$ cat src/rtl/vga_pkg.sv
`default_nettype none
// +--------------------------------------------------------------------+
// | vga_pkg: shared frame-buffer widths, screen size and arbiter states |
// | Revision: 1.0                                                       |
// +--------------------------------------------------------------------+
package vga_pkg;

  localparam int COORD_W  = 15;
  localparam int COLOUR_W = 9;
  localparam int X_W      = 8;
  localparam int Y_W      = 7;

  localparam int SCREEN_W = 160;
  localparam int SCREEN_H = 120;

  typedef enum logic [1:0] {
    IDLE = 2'd0,
    OWN  = 2'd1,
    GAP  = 2'd2
  } arb_state_t;

endpackage
`default_nettype wire

$ cat src/rtl/vga_write_arbiter_rr_pick.sv
`default_nettype none
// +--------------------------------------------------------------------+
// | rr_pick: combinational round-robin pick, first request after last  |
// | Revision: 1.0                                                       |
// +--------------------------------------------------------------------+
module rr_pick #(
  parameter int N  = 3,
  parameter int LW = (N > 1) ? $clog2(N) : 1
) (
  input  logic [N-1:0]  req,
  input  logic [LW-1:0] last,
  output logic [LW-1:0] sel,
  output logic          any
);

  logic [LW-1:0] w_idx;

  // Walk the ring starting one past the previous winner; first hit wins.
  always_comb begin
    sel   = '0;
    any   = 1'b0;
    w_idx = last;
    for (int k = 0; k < N; k++) begin
      w_idx = (w_idx == LW'(N - 1)) ? '0 : w_idx + 1'b1;
      if (!any && req[w_idx]) begin
        any = 1'b1;
        sel = w_idx;
      end
    end
  end

endmodule
`default_nettype wire

$ cat src/rtl/vga_write_arbiter.sv
`default_nettype none
// +--------------------------------------------------------------------+
// | vga_write_arbiter: round-robin owner of the VGA write port, with   |
// | registered forwarding, off-screen clipping and a clip counter.     |
// | Revision: 1.0                                                       |
// +--------------------------------------------------------------------+
module vga_write_arbiter
  import vga_pkg::*;
#(
  parameter int N_REQ = 3,
  parameter int X_MAX = SCREEN_W,
  parameter int Y_MAX = SCREEN_H
) (
  input  logic                      clk,
  input  logic                      resetn,
  input  logic [N_REQ-1:0]          req,
  input  logic [N_REQ-1:0]          wr_en,
  input  logic [COORD_W*N_REQ-1:0]  wr_coords,
  input  logic [COLOUR_W*N_REQ-1:0] wr_colour,
  output logic [N_REQ-1:0]          grant,
  output logic                      vga_WriteEn,
  output logic [COORD_W-1:0]        vga_coords,
  output logic [COLOUR_W-1:0]       vga_colour,
  output logic                      busy,
  output logic [15:0]               clip_count
);

  localparam int LW  = (N_REQ > 1) ? $clog2(N_REQ) : 1;
  localparam int XLW = X_W + 1;
  localparam int YLW = Y_W + 1;
  localparam logic [XLW-1:0] c_X_LIM    = XLW'(X_MAX);
  localparam logic [YLW-1:0] c_Y_LIM    = YLW'(Y_MAX);
  localparam logic [15:0]    c_CLIP_MAX = 16'hFFFF;

  arb_state_t           r_state, w_state_nxt;
  logic [N_REQ-1:0]     r_grant, w_grant_nxt;
  logic [LW-1:0]        r_last, w_last_nxt;
  logic                 r_vga_we;
  logic [COORD_W-1:0]   r_vga_coords;
  logic [COLOUR_W-1:0]  r_vga_colour;
  logic [15:0]          r_clip_count;

  logic [LW-1:0]        w_sel;
  logic                 w_any;
  logic                 w_own;
  logic                 w_own_en;
  logic                 w_own_req;
  logic [COORD_W-1:0]   w_own_coords;
  logic [COLOUR_W-1:0]  w_own_colour;
  logic [X_W-1:0]       w_x;
  logic [Y_W-1:0]       w_y;
  logic                 w_v;
  logic                 w_in;

  rr_pick #(
    .N  (N_REQ),
    .LW (LW)
  ) u_rr_pick (
    .req  (req),
    .last (r_last),
    .sel  (w_sel),
    .any  (w_any)
  );

  // While a burst is running, r_last is the owner index.
  always_comb begin
    w_own_en     = 1'b0;
    w_own_req    = 1'b0;
    w_own_coords = '0;
    w_own_colour = '0;
    for (int i = 0; i < N_REQ; i++) begin
      if (LW'(i) == r_last) begin
        w_own_en     = wr_en[i];
        w_own_req    = req[i];
        w_own_coords = wr_coords[i*COORD_W +: COORD_W];
        w_own_colour = wr_colour[i*COLOUR_W +: COLOUR_W];
      end
    end
  end

  assign w_own = (r_state == OWN);
  assign w_x   = w_own_coords[COORD_W-1:Y_W];
  assign w_y   = w_own_coords[Y_W-1:0];
  assign w_v   = w_own & w_own_en;
  assign w_in  = ({1'b0, w_x} < c_X_LIM) & ({1'b0, w_y} < c_Y_LIM);

  always_comb begin
    w_state_nxt = r_state;
    w_grant_nxt = r_grant;
    w_last_nxt  = r_last;
    case (r_state)
      OWN: begin
        if (!w_own_req) begin
          w_state_nxt = GAP;
          w_grant_nxt = '0;
        end
      end
      default: begin
        w_grant_nxt = '0;
        if (w_any) begin
          w_state_nxt        = OWN;
          w_grant_nxt[w_sel] = 1'b1;
          w_last_nxt         = w_sel;
        end else begin
          w_state_nxt = IDLE;
        end
      end
    endcase
  end

  always_ff @(posedge clk or negedge resetn) begin
    if (!resetn) begin
      r_state      <= IDLE;
      r_grant      <= '0;
      r_last       <= LW'(N_REQ - 1);
      r_vga_we     <= 1'b0;
      r_vga_coords <= '0;
      r_vga_colour <= '0;
      r_clip_count <= '0;
    end else begin
      r_state  <= w_state_nxt;
      r_grant  <= w_grant_nxt;
      r_last   <= w_last_nxt;
      r_vga_we <= w_v & w_in;
      if (w_own) begin
        r_vga_coords <= w_own_coords;
        r_vga_colour <= w_own_colour;
      end
      if (w_v && !w_in && (r_clip_count != c_CLIP_MAX)) begin
        r_clip_count <= r_clip_count + 16'd1;
      end
    end
  end

  assign grant       = r_grant;
  assign vga_WriteEn = r_vga_we;
  assign vga_coords  = r_vga_coords;
  assign vga_colour  = r_vga_colour;
  assign busy        = w_own;
  assign clip_count  = r_clip_count;

endmodule
`default_nettype wire

$ cat config.mk
export PLATFORM = sky130hd
export DESIGN_NAME = vga_write_arbiter
export DESIGN_NICKNAME = d
export VERILOG_FILES = /design/src/rtl/vga_pkg.sv /design/src/rtl/vga_write_arbiter_rr_pick.sv /design/src/rtl/vga_write_arbiter.sv
export SDC_FILE = /design/constraint.sdc
export NUM_CORES = 1
export LEC_CHECK = 0
export CAP_MARGIN = 20
export CORE_MARGIN = 8
export CORE_UTILIZATION = 55
export DETAILED_ROUTE_END_ITERATION = 8
export DONT_BUFFER_PORTS = 1
export PLACE_DENSITY = 0.68
export SYNTH_ARGS = -nofsm -noshare
export SYNTH_HDL_FRONTEND = slang
export SYNTH_SLANG_ARGS = --single-unit
$ cat constraint.sdc
create_clock -name clk -period 4.74 [get_ports clk]
set_clock_uncertainty 0.15 [all_clocks]
set_input_delay 0.948 -clock clk [delete_from_list [all_inputs] [get_ports clk]]
set_output_delay 0.948 -clock clk [all_outputs]
set_load 0.01 [all_outputs]
==> results of run 1 <==
## per-layer routing
layer | up-vias | routed length, µm | global-route usage, %
met5 | - | 0 | 0
met4 | 0 | 63 | 6.12
met3 | 7 | 697 | 8.59
met2 | 86 | 2790 | 26.5
met1 | 824 | 2410 | 18.6
li1 | 888 | - | -
## final cells by class
type	count	share of cell area [%]
clock inverter	1	0.195
sequential	48	46.9
timing repair buffer	1	0.293
inverter	1	0.146
multi-input combinational	193	47.1
tap	52	2.54
clock buffer	6	2.83
## stage by stage
| step | instance area (µm²) | instances | hold WS (ns) | utilization, % |
|---|---|---|---|---|
| 2_1_floorplan | 2510 | 263 | 0.366 | - |
| 3_3_place_gp | 2490 | 295 | 0.393 | 56.7 |
| 3_5_place_dp | 2490 | 295 | 0.397 | 56.7 |
| 4_1_cts | 2560 | 302 | 0.176 | 58.5 |
| 5_1_grt | 2560 | 302 | 0.168 | 58.5 |
| 6_report | 2560 | 302 | 0.184 | 58.5 |
## power breakdown
group / total, µW / leakage, µW / internal (µW) / switching (µW)
combinational: 563 / 0.000448 / 243 / 321
clock: 232 / 0.0000410 / 101 / 132
sequential: 779 / 0.000618 / 560 / 219
total: 1570 / 0.00111 / 903 / 671
## logic make-up (layout without fill, tap and decap cells)
family	count (synthesis)	count (layout)
AO/OA/AOI/OAI	63	63
XOR/XNOR	15	15
adder cells (fa/ha/maj)	1	1
buffers and inverters	22	9
flip-flops	48	48
multiplexers	27	27
AND/OR/NAND/NOR	87	87
## cell usage in the layout (no fill, tap or decap), types with 2 or more instances in the layout
master	instances
clkbuf_8	5
a2bb2oi_1	7
o22ai_1	2
nor2_1	25
nor2b_1	2
a32o_1	3
nand3_1	8
nand4_1	5
nor3_1	2
mux2i_1	26
xnor2_1	14
and3_1	7
nand2_1	31
a21oi_1	19
dfrtp_1	47
and2_1	3
o21ai_0	27
## worst max path at each step
stage,from,endpoint
after floorplan,wr_coords[36],clip_count[5]
after global placement,r_last[1],clip_count[1]
after detailed placement,r_last[1],clip_count[1]
after CTS,r_last[1],clip_count[1]
after global routing,r_last[1],clip_count[11]
final,r_last[1],clip_count[1]
## registers in the layout (all words and copies together) (netlist names)
name and cells:
clip_count 16, vga_coords 15, grant 3, vga_WriteEn 1, r_last 2, r_state 2, vga_colour 9
==> flow_summary_export.csv, run 1 <==
group,metric,value,unit
status,status,"finished clean",
floorplan,die_height,83.6,µm
worst_setup_path,regToRegSetupSlack,1.42,ns
layout,final-seq-area,1200,µm²
worst_setup_path,max_fanout_on_critical_path,34,
cts,post-cts-setup-buffers,0,
sta,max_slew.worst_pin.slew,0.914,ns
layout,drive_gt1_share,5.20,%
sta,setup_viol_count_final,0,
drt,drt_total_wl,5960,µm
layout,antenna_cells_inserted,0,
cts,clockRootBuffer,"clkbuf_8",
sta,slew-limit-headroom,39.0,%
placement,dp_hpwl,4450,µm
cts,cts_max_level,2,
floorplan,floorplan.rows,24,
power,total_leakage_power,0.00111,µW
worst_setup_path,critical_path_depth,5,
worst_setup_path,timing.rr.end,"clip_count[1]",
power,peakVddDrop,0.296,mV
floorplan,design.die.area,6990,µm²
layout,areaGrowthSynthToFinish,1.99,%
worst_setup_path,critical-path-top-delay-family,"flip-flops",
worst_setup_path,max_stage_delay,1.14,ns
sta,tns,0,ns
cts,clock_insertion_delay_worst_skew,0.30,ns
worst_setup_path,worstPathRequired,4.77,ns
sta,final_min_period_over_clock_period,70.1,%
logic_synthesis,synth_top_flop_cell,"dfrtp_1",
logic_synthesis,netlist_instances,263,
cts,cts-root-to-sink-buffers,2,
cts,tritoncts,"yes",
drt,first_pass_iters,4,
worst_setup_path,critical_path.n_buffers_inverters,0,
sta,timing.final.max_slew_violations,0,
flow_run,timing.max_cap.violations,0,
floorplan,design.core.area,4380,µm²
logic_synthesis,yosys.cell_count.top_type,"dfrtp_1",
logic_synthesis,post_synth_edffs,0,
logic_synthesis,synth_top_family_by_area,"simple AND/OR/NAND/NOR gates",
power,total_power,1570,µW
global_route,antenna_found_initial,0,
logic_synthesis,synthMuxAreaShare,10.8,%
logic_synthesis,post_synth_top_area_share,46.8,%
placement,gpl.final_weighted_congestion,0.797,
worst_setup_path,timing.critical_path.arrival,3.36,ns
cts,clk_pin_slew,0.09,ns
worst_setup_path,worstRegToRegCells,5,
logic_synthesis,asyncSetResetFlopFracSynth,100,%
global_route,pin_count_of_the_biggest_net_entering_global_routing,56,
logic_synthesis,post_synth.cell_area_avg,9.56,µm²
logic_synthesis,synth-warning-count,0,
logic_synthesis,synth.top_cells.by_area,"dfrtp_1, mux2i_1, o21ai_0, xnor2_1, nand2_1",
logic_synthesis,synth_simple_gate_area_share,16.2,%
layout,fill_cells,384,
floorplan,ioPinCount,125,
worst_setup_path,critical_path.reg2reg.startpoint,"r_last[1]",
cts,hold_buffers,0,
placement,io_buffers,0,
drt,via_count,1805,
drt,detail_route.wl_per_cell,19.7,µm
cts,cts_sinks,48,
drt,initialDrtViolationCount,59,
sta,layout_setup_ws,1.42,ns
worst_setup_path,setup.worst_path.end_class,"flop",
worst_setup_path,critical_path.slowest_cell,"dfstp_2",
cts,cts_made_buffers,5,
placement,detailedPlace.worstSlack,1.41,ns
logic_synthesis,synth_compound_area_share,15.3,%
worst_setup_path,start_kind,"flop",
sta,setup_repair_after_global_routing_missed_its_margin,"no",
logic_synthesis,synth.yosys.seq_area_share,47.8,%
logic_synthesis,synth.lib_cells_used.distinct,34,
drt,post_drt_via_cell_ratio,5.98,
global_route,grt_pass1_wl,9740,µm
sta,finalHoldViolCount,0,
sta,fmaxAchievable,0.301,GHz
power,power.density_cell_area,614,nW/µm²
logic_synthesis,syn-num-nets,344,
global_route,number_of_global_route_vias_before_repair,1983,
logic_synthesis,post_synth_xor_area_fraction,5.22,%
drt,ant_nets,0,
layout,finish.net_count,331,
logic_synthesis,synth_area_leader_cell,"dfrtp_1",
logic_synthesis,post_synth_most_frequent_cells,"dfrtp_1, nand2_1, o21ai_0, mux2i_1, nor2_1",
logic_synthesis,synthesis.area,2510,µm²
worst_setup_path,timing.setup.critical_path_class,"flop to flop",
worst_setup_path,crit_path_cell_trace,"mux2i_1, a2bb2oi_1, or4_4, a211oi_4, mux2_2",
sta,finalCriticalPeriod,3.32,ns
logic_synthesis,synth-adder-area-share,0.498,%
drt,drcViolationCount,0,
global_route,grt.total_usage,16.7,%
logic_synthesis,ys_seq_elements,48,
global_route,overflow,0,
floorplan,initial_core_util,57.4,%
hold_path,hold_class,"primary input to async pin",
cts,cts_resized,0,
floorplan,chip_width,83.6,µm
layout,multiInputGateArea,1210,µm²
(Power assumes the default switching activity.)
==> run 2: changes to the inputs <==
==> constraint.sdc (replaced) <==
create_clock -name clk -period 3.15 [get_ports clk]
set_clock_uncertainty 0.15 [all_clocks]
set_input_delay 0.63 -clock clk [delete_from_list [all_inputs] [get_ports clk]]
set_output_delay 0.63 -clock clk [all_outputs]
set_load 0.01 [all_outputs]
==> run 2 against run 1 <==
Non-clock buffer count is 5 higher. Sequential power is 44% higher. Final cell count up 2.0%. Utilization up 1.7 points. Clock power increased by 63%. Combinational power grew 68%. Sequential cell count did not move. Critical path depth is 1 higher. Register-to-register slack got worse by 1.1 ns. Sequential share of layout area down 1.3 points. Global-route usage is 0.47 points higher. Die area unchanged.
==> flow_summary_export.csv, run 2 (synthesis gave the netlist of run 1 again) <==
group,metric,value,unit
cts,clk_pin_slew,0.09,ns
global_route,overflow,0,
sta,layout_setup_ws,0.282,ns
placement,gpl.final_weighted_congestion,0.759,
global_route,number_of_global_route_vias_before_repair,2055,
floorplan,ioPinCount,125,
sta,slew-limit-headroom,57.4,%
power,total_power,2440,µW
global_route,pin_count_of_the_biggest_net_entering_global_routing,55,
global_route,grt.total_usage,17.2,%
drt,via_count,1878,
cts,tritoncts,"yes",
sta,fmaxAchievable,0.349,GHz
sta,timing.final.max_slew_violations,0,
layout,largest_reg_flops,16,
placement,dp_hpwl,4590,µm
layout,drive_gt1_share,7.42,%
power,total_leakage_power,0.00114,µW
sta,setup_viol_count_final,0,
drt,detail_route.wl_per_cell,19.8,µm
placement,detailedPlace.worstSlack,0.280,ns
drt,first_pass_iters,4,
flow_run,timing.max_cap.violations,0,
power,peakVddDrop,0.458,mV
cts,cts_max_level,2,
worst_setup_path,timing.critical_path.arrival,2.90,ns
cts,cts-root-to-sink-buffers,2,
worst_setup_path,max_fanout_on_critical_path,28,
layout,layout_common_cells,"dfrtp_1, nand2_1, o21ai_0",
drt,initialDrtViolationCount,38,
floorplan,die_height,83.6,µm
layout,layout.cells.most_common,"dfrtp_1",
sta,tns,0,ns
layout,fill_cells,386,
cts,cts_resized,0,
drt,drt_total_wl,6090,µm
worst_setup_path,timing.setup.critical_path_class,"flop to flop",
worst_setup_path,worstPathRequired,3.18,ns
hold_path,hold_class,"primary input to async pin",
floorplan,design.core.area,4380,µm²
global_route,antenna_found_initial,0,
cts,clockRootBuffer,"clkbuf_8",
sta,finalCriticalPeriod,2.87,ns
layout,antenna_cells_inserted,0,
sta,final_min_period_over_clock_period,91.0,%
worst_setup_path,crit_path_cell_trace,"buf_4, mux2i_1, a2bb2oi_1, a21o_1, a211oi_4, mux2_2",
layout,finish.net_count,336,
floorplan,design.die.area,6990,µm²
drt,post_drt_via_cell_ratio,6.10,
placement,io_buffers,0,
worst_setup_path,setup.worst_path.end_class,"flop",
worst_setup_path,critical_path.n_buffers_inverters,1,
sta,finalHoldViolCount,0,
worst_setup_path,start_kind,"flop",
layout,areaGrowthSynthToFinish,4.93,%
cts,cts_made_buffers,5,
cts,cts_sinks,48,
global_route,grt_pass1_wl,9970,µm
cts,clock_insertion_delay_worst_skew,0.29,ns
sta,max_slew.worst_pin.slew,0.636,ns
drt,drcViolationCount,0,
worst_setup_path,critical_path.slowest_cell,"dfstp_2",
floorplan,chip_width,83.6,µm
worst_setup_path,max_stage_delay,0.67,ns
status,status,"finished clean",
floorplan,initial_core_util,57.4,%
drt,ant_nets,0,
floorplan,floorplan.rows,24,
power,power.density_cell_area,926,nW/µm²
sta,setup_repair_after_global_routing_missed_its_margin,"no",
worst_setup_path,critical-path-top-delay-family,"compound AO/OA/AOI/OAI gates",
-- run 2: cell types whose count changed in the layout (fill, tap and decap cells not counted), sizes merged --
| cell | before | now |
|---|---|---|
| buf | 1 | 6 |
| clkbuf | 6 | 7 |
| clkinv | 1 | 0 |
| clkinvlp | 0 | 1 |
-- run 2: layer usage --
layer	part of all wire (%)	vias up	wire, µm	track usage, %
li1	-	900	-	-
met1	42	887	2540	19.5
met2	47	86	2890	28.3
met3	9.8	5	594	7.81
met4	0.99	0	60	4.71
met5	0	-	0	0
-- run 2: power breakdown --
part / total, µW / internal [µW] / switching, µW
sequential: 1120 / 841 / 282
clock: 377 / 179 / 198
combinational: 945 / 392 / 553
-- run 2: worst paths after layout --
kind / to / start / depth (start not counted) / slack (ns)
worst max-delay path: clip_count[1] / r_last[1] / 6 / 0.28
worst min-delay path: r_last[1] / resetn / 0 / 0.02
worst max register to register: clip_count[1] / r_last[1] / 6 / 0.28
worst min register to register: clip_count[6] / clip_count[6] / 1 / 0.41
max in group asynchronous: clip_count[2] / resetn / 1 / 2.62
min in group clk: r_last[1] / req[2] / 2 / 0.30
-- run 2: stage by stage --
| step | util [%] | area, µm² | std cells | hold slack (ns) |
|---|---|---|---|---|
| 3_5_place_dp | 57.4 | 2520 | 299 | 0.185 |
| 5_1_grt | 60.2 | 2640 | 308 | 0.00104 |
| 2_1_floorplan | - | 2510 | 263 | 0.184 |
| 4_1_cts | 60.2 | 2640 | 308 | 0.0104 |
| 3_3_place_gp | 57.4 | 2520 | 299 | 0.186 |
| 6_report | 60.2 | 2640 | 308 | 0.0155 |
-- run 2: cell type report --
class                           instances  area [µm²]  share of cell area, %
Clock buffer                            7        86.3                   3.27
Clock inverter                          1        7.51                  0.284
Inverter                                1        3.75                  0.142
Timing Repair Buffer                    6        65.1                   2.47
Sequential cell                        48        1200                   45.6
Tap cell                               52        65.1                   2.47
Multi-Input combinational cell        193        1210                   45.8
-- run 2: repair_timing --
item                                    CTS  global route
hold endpoints to repair                 47             0
hold buffers                              1             0
endpoints found under the setup margin    0             0
buffers inserted                          0             0
==> run 3: changes to the inputs <==
--- a/config.mk
+++ b/config.mk
@@ -5,6 +5,7 @@
 export SDC_FILE = /design/constraint.sdc
 export NUM_CORES = 1
 export LEC_CHECK = 0
+export ABC_CLOCK_PERIOD_IN_PS = 3150
 export CAP_MARGIN = 20
 export CORE_MARGIN = 8
 export CORE_UTILIZATION = 55
==> constraint.sdc (replaced) <==
create_clock -name clk -period 3.15 [get_ports clk]
set_clock_uncertainty 0.15 [all_clocks]
set_input_delay 0.315 -clock clk [delete_from_list [all_inputs] [get_ports clk]]
set_output_delay 0.315 -clock clk [all_outputs]
set_load 0.01 [all_outputs]
==> run 3 against run 2 <==
Sequential share of layout area is 0.34 points lower. Design area is 0.76% higher. Worst setup slack worse by 0.0025 ns. Register-to-register slack hardly changed. First-iteration DRC count is 26% higher. Total power is 0.18% higher. Utilization is 0.46 points higher. Critical path type unchanged. Highest routed layer unchanged.
==> flow_summary_export.csv, run 3 (synthesis gave the netlist of run 1 again) <==
group,metric,value,unit
status,status,"finished clean",
worst_setup_path,critical_path_depth,7,
sta,finalHoldViolCount,0,
drt,detail_route.wl_per_cell,19.8,µm
flow_run,timing.max_cap.violations,0,
floorplan,design.core.area,4380,µm²
worst_setup_path,critical-path-top-delay-family,"compound AO/OA/AOI/OAI gates",
drt,post_drt_via_cell_ratio,6.11,
layout,drive_gt1_share,7.36,%
worst_setup_path,critical_path.n_buffers_inverters,1,
worst_setup_path,timing.setup.critical_path_class,"flop to flop",
cts,clock_insertion_delay_worst_skew,0.29,ns
layout,final_standard_cell_utilization_of_the_core,60.6,%
layout,layout.cells.most_common,"dfrtp_1",
worst_setup_path,critical_path.slowest_cell,"dfstp_2",
sta,timing.final.max_slew_violations,0,
sta,hold_ws,0.0128,ns
sta,setup_repair_after_global_routing_missed_its_margin,"no",
cts,cts_sinks,48,
drt,first_pass_iters,4,
layout,antenna_cells_inserted,0,
placement,io_buffers,0,
worst_setup_path,worstPathRequired,3.18,ns
floorplan,ioPinCount,125,
floorplan,die_height,83.6,µm
drt,via_count,1893,
global_route,grt_pass1_wl,10000,µm
sta,tns,0,ns
layout,fill_cells,384,
worst_setup_path,max_stage_delay,0.66,ns
cts,tritoncts,"yes",
placement,dp_hpwl,4590,µm
hold_path,whs_path_depth,2,
worst_setup_path,max_fanout_on_critical_path,28,
drt,drt_total_wl,6140,µm
global_route,number_of_global_route_vias_before_repair,2068,
sta,max_slew.worst_pin.slew,0.640,ns
layout,final-seq-area,1200,µm²
drt,drcViolationCount,0,
worst_setup_path,crit_path_cell_trace,"buf_4, mux2i_1, a2bb2oi_1, a21o_1, a211oi_4, nand4_1, xnor2_1",
sta,finalCriticalPeriod,2.87,ns
global_route,overflow,0,
cts,post-cts-setup-buffers,0,
sta,slew-limit-headroom,57.2,%
layout,largest_reg_flops,16,
drt,initialDrtViolationCount,48,
global_route,antenna_found_initial,0,
floorplan,initial_core_util,57.4,%
layout,multiInputGateArea,1210,µm²
worst_setup_path,start_kind,"flop",
cts,clk_pin_slew,0.09,ns
floorplan,chip_width,83.6,µm
floorplan,design.die.area,6990,µm²
global_route,grt.total_usage,17.3,%
power,total_leakage_power,0.00115,µW
worst_setup_path,setup.worst_path.end_class,"flop",
cts,cts_made_buffers,5,
sta,setup_viol_count_final,0,
worst_setup_path,timing.critical_path.arrival,2.90,ns
cts,cts_max_level,2,
global_route,pin_count_of_the_biggest_net_entering_global_routing,55,
worst_setup_path,worstRegToRegCells,7,
floorplan,floorplan.rows,24,
cts,cts-root-to-sink-buffers,2,
power,peakVddDrop,0.460,mV
drt,ant_nets,0,
sta,fmaxAchievable,0.348,GHz
layout,areaGrowthSynthToFinish,5.72,%
layout,finish.net_count,338,
hold_path,hold_class,"primary input to flop",
cts,clockRootBuffer,"clkbuf_8",
placement,gpl.final_weighted_congestion,0.759,
power,power.density_cell_area,921,nW/µm²
sta,final_min_period_over_clock_period,91.1,%
layout,layout_common_cells,"dfrtp_1, nand2_1, o21ai_0",
==> run 3: changes by cell type in the layout (fill, tap and decap cells not counted) <==
cell           before  now
dlygate4sd3_1       0    2
==> run 3: path summary, 6_finish.rpt <==
kind | from | to | slack [ns]
worst min register to register | clip_count[6] | clip_count[6] | 0.41
min in group asynchronous | resetn | vga_coords[12] | 0.37
max in group asynchronous | resetn | r_last[1] | 2.22
worst max register to register | r_last[1] | clip_count[13] | 0.28
worst min-delay path | req[2] | r_state[0] | 0.01
worst max-delay path | r_last[1] | clip_count[13] | 0.28
==> run 3: through the flow <==
step                      instance area [µm²]  std cells  total power [µW]  worst slack (ns)
final                                    2660        310              2450             0.280
after global routing                     2660        310              2650            0.0816
after CTS                                2660        310              2480             0.264
after detailed placement                 2520        299              2090             0.280
after global placement                   2520        299              2060             0.346
after floorplan                          2510        263              1890             0.777
==> run 3: power breakdown <==
| part | internal [µW] | switching, µW |
|---|---|---|
| logic | 393 | 555 |
| registers | 841 | 282 |
| clock network | 179 | 199 |
| total | 1410 | 1040 |
==> run 3: per-layer routing <==
layer	routed length (µm)	vias up	GRT usage, %
met4	82	0	5.34
met3	596	7	7.91
met1	2540	894	19.3
met2	2920	87	28.6
li1	-	905	-
met5	0	-	0
==> run 3: worst register-to-register path: stages, from the launching register on <==
cell	delay [ns]
dfstp_2	0.66
buf_4	0.41
mux2i_1	0.14
a2bb2oi_1	0.15
a21o_1	0.23
a211oi_4	0.60
nand4_1	0.23
xnor2_1	0.18
==> run 3: layout make-up <==
type / count / area share, %
timing repair buffer: 8 / 3.20
tap: 52 / 2.45
multi-input combinational: 193 / 45.5
clock inverter: 1 / 0.282
clock buffer: 7 / 3.25
sequential: 48 / 45.2
inverter: 1 / 0.141
==> run 3: timing repair <==
item | 4_1_cts | 5_1_grt
endpoints found under the hold margin | 49 | 0
resized for setup | 0 | 0
hold buffers | 3 | 0
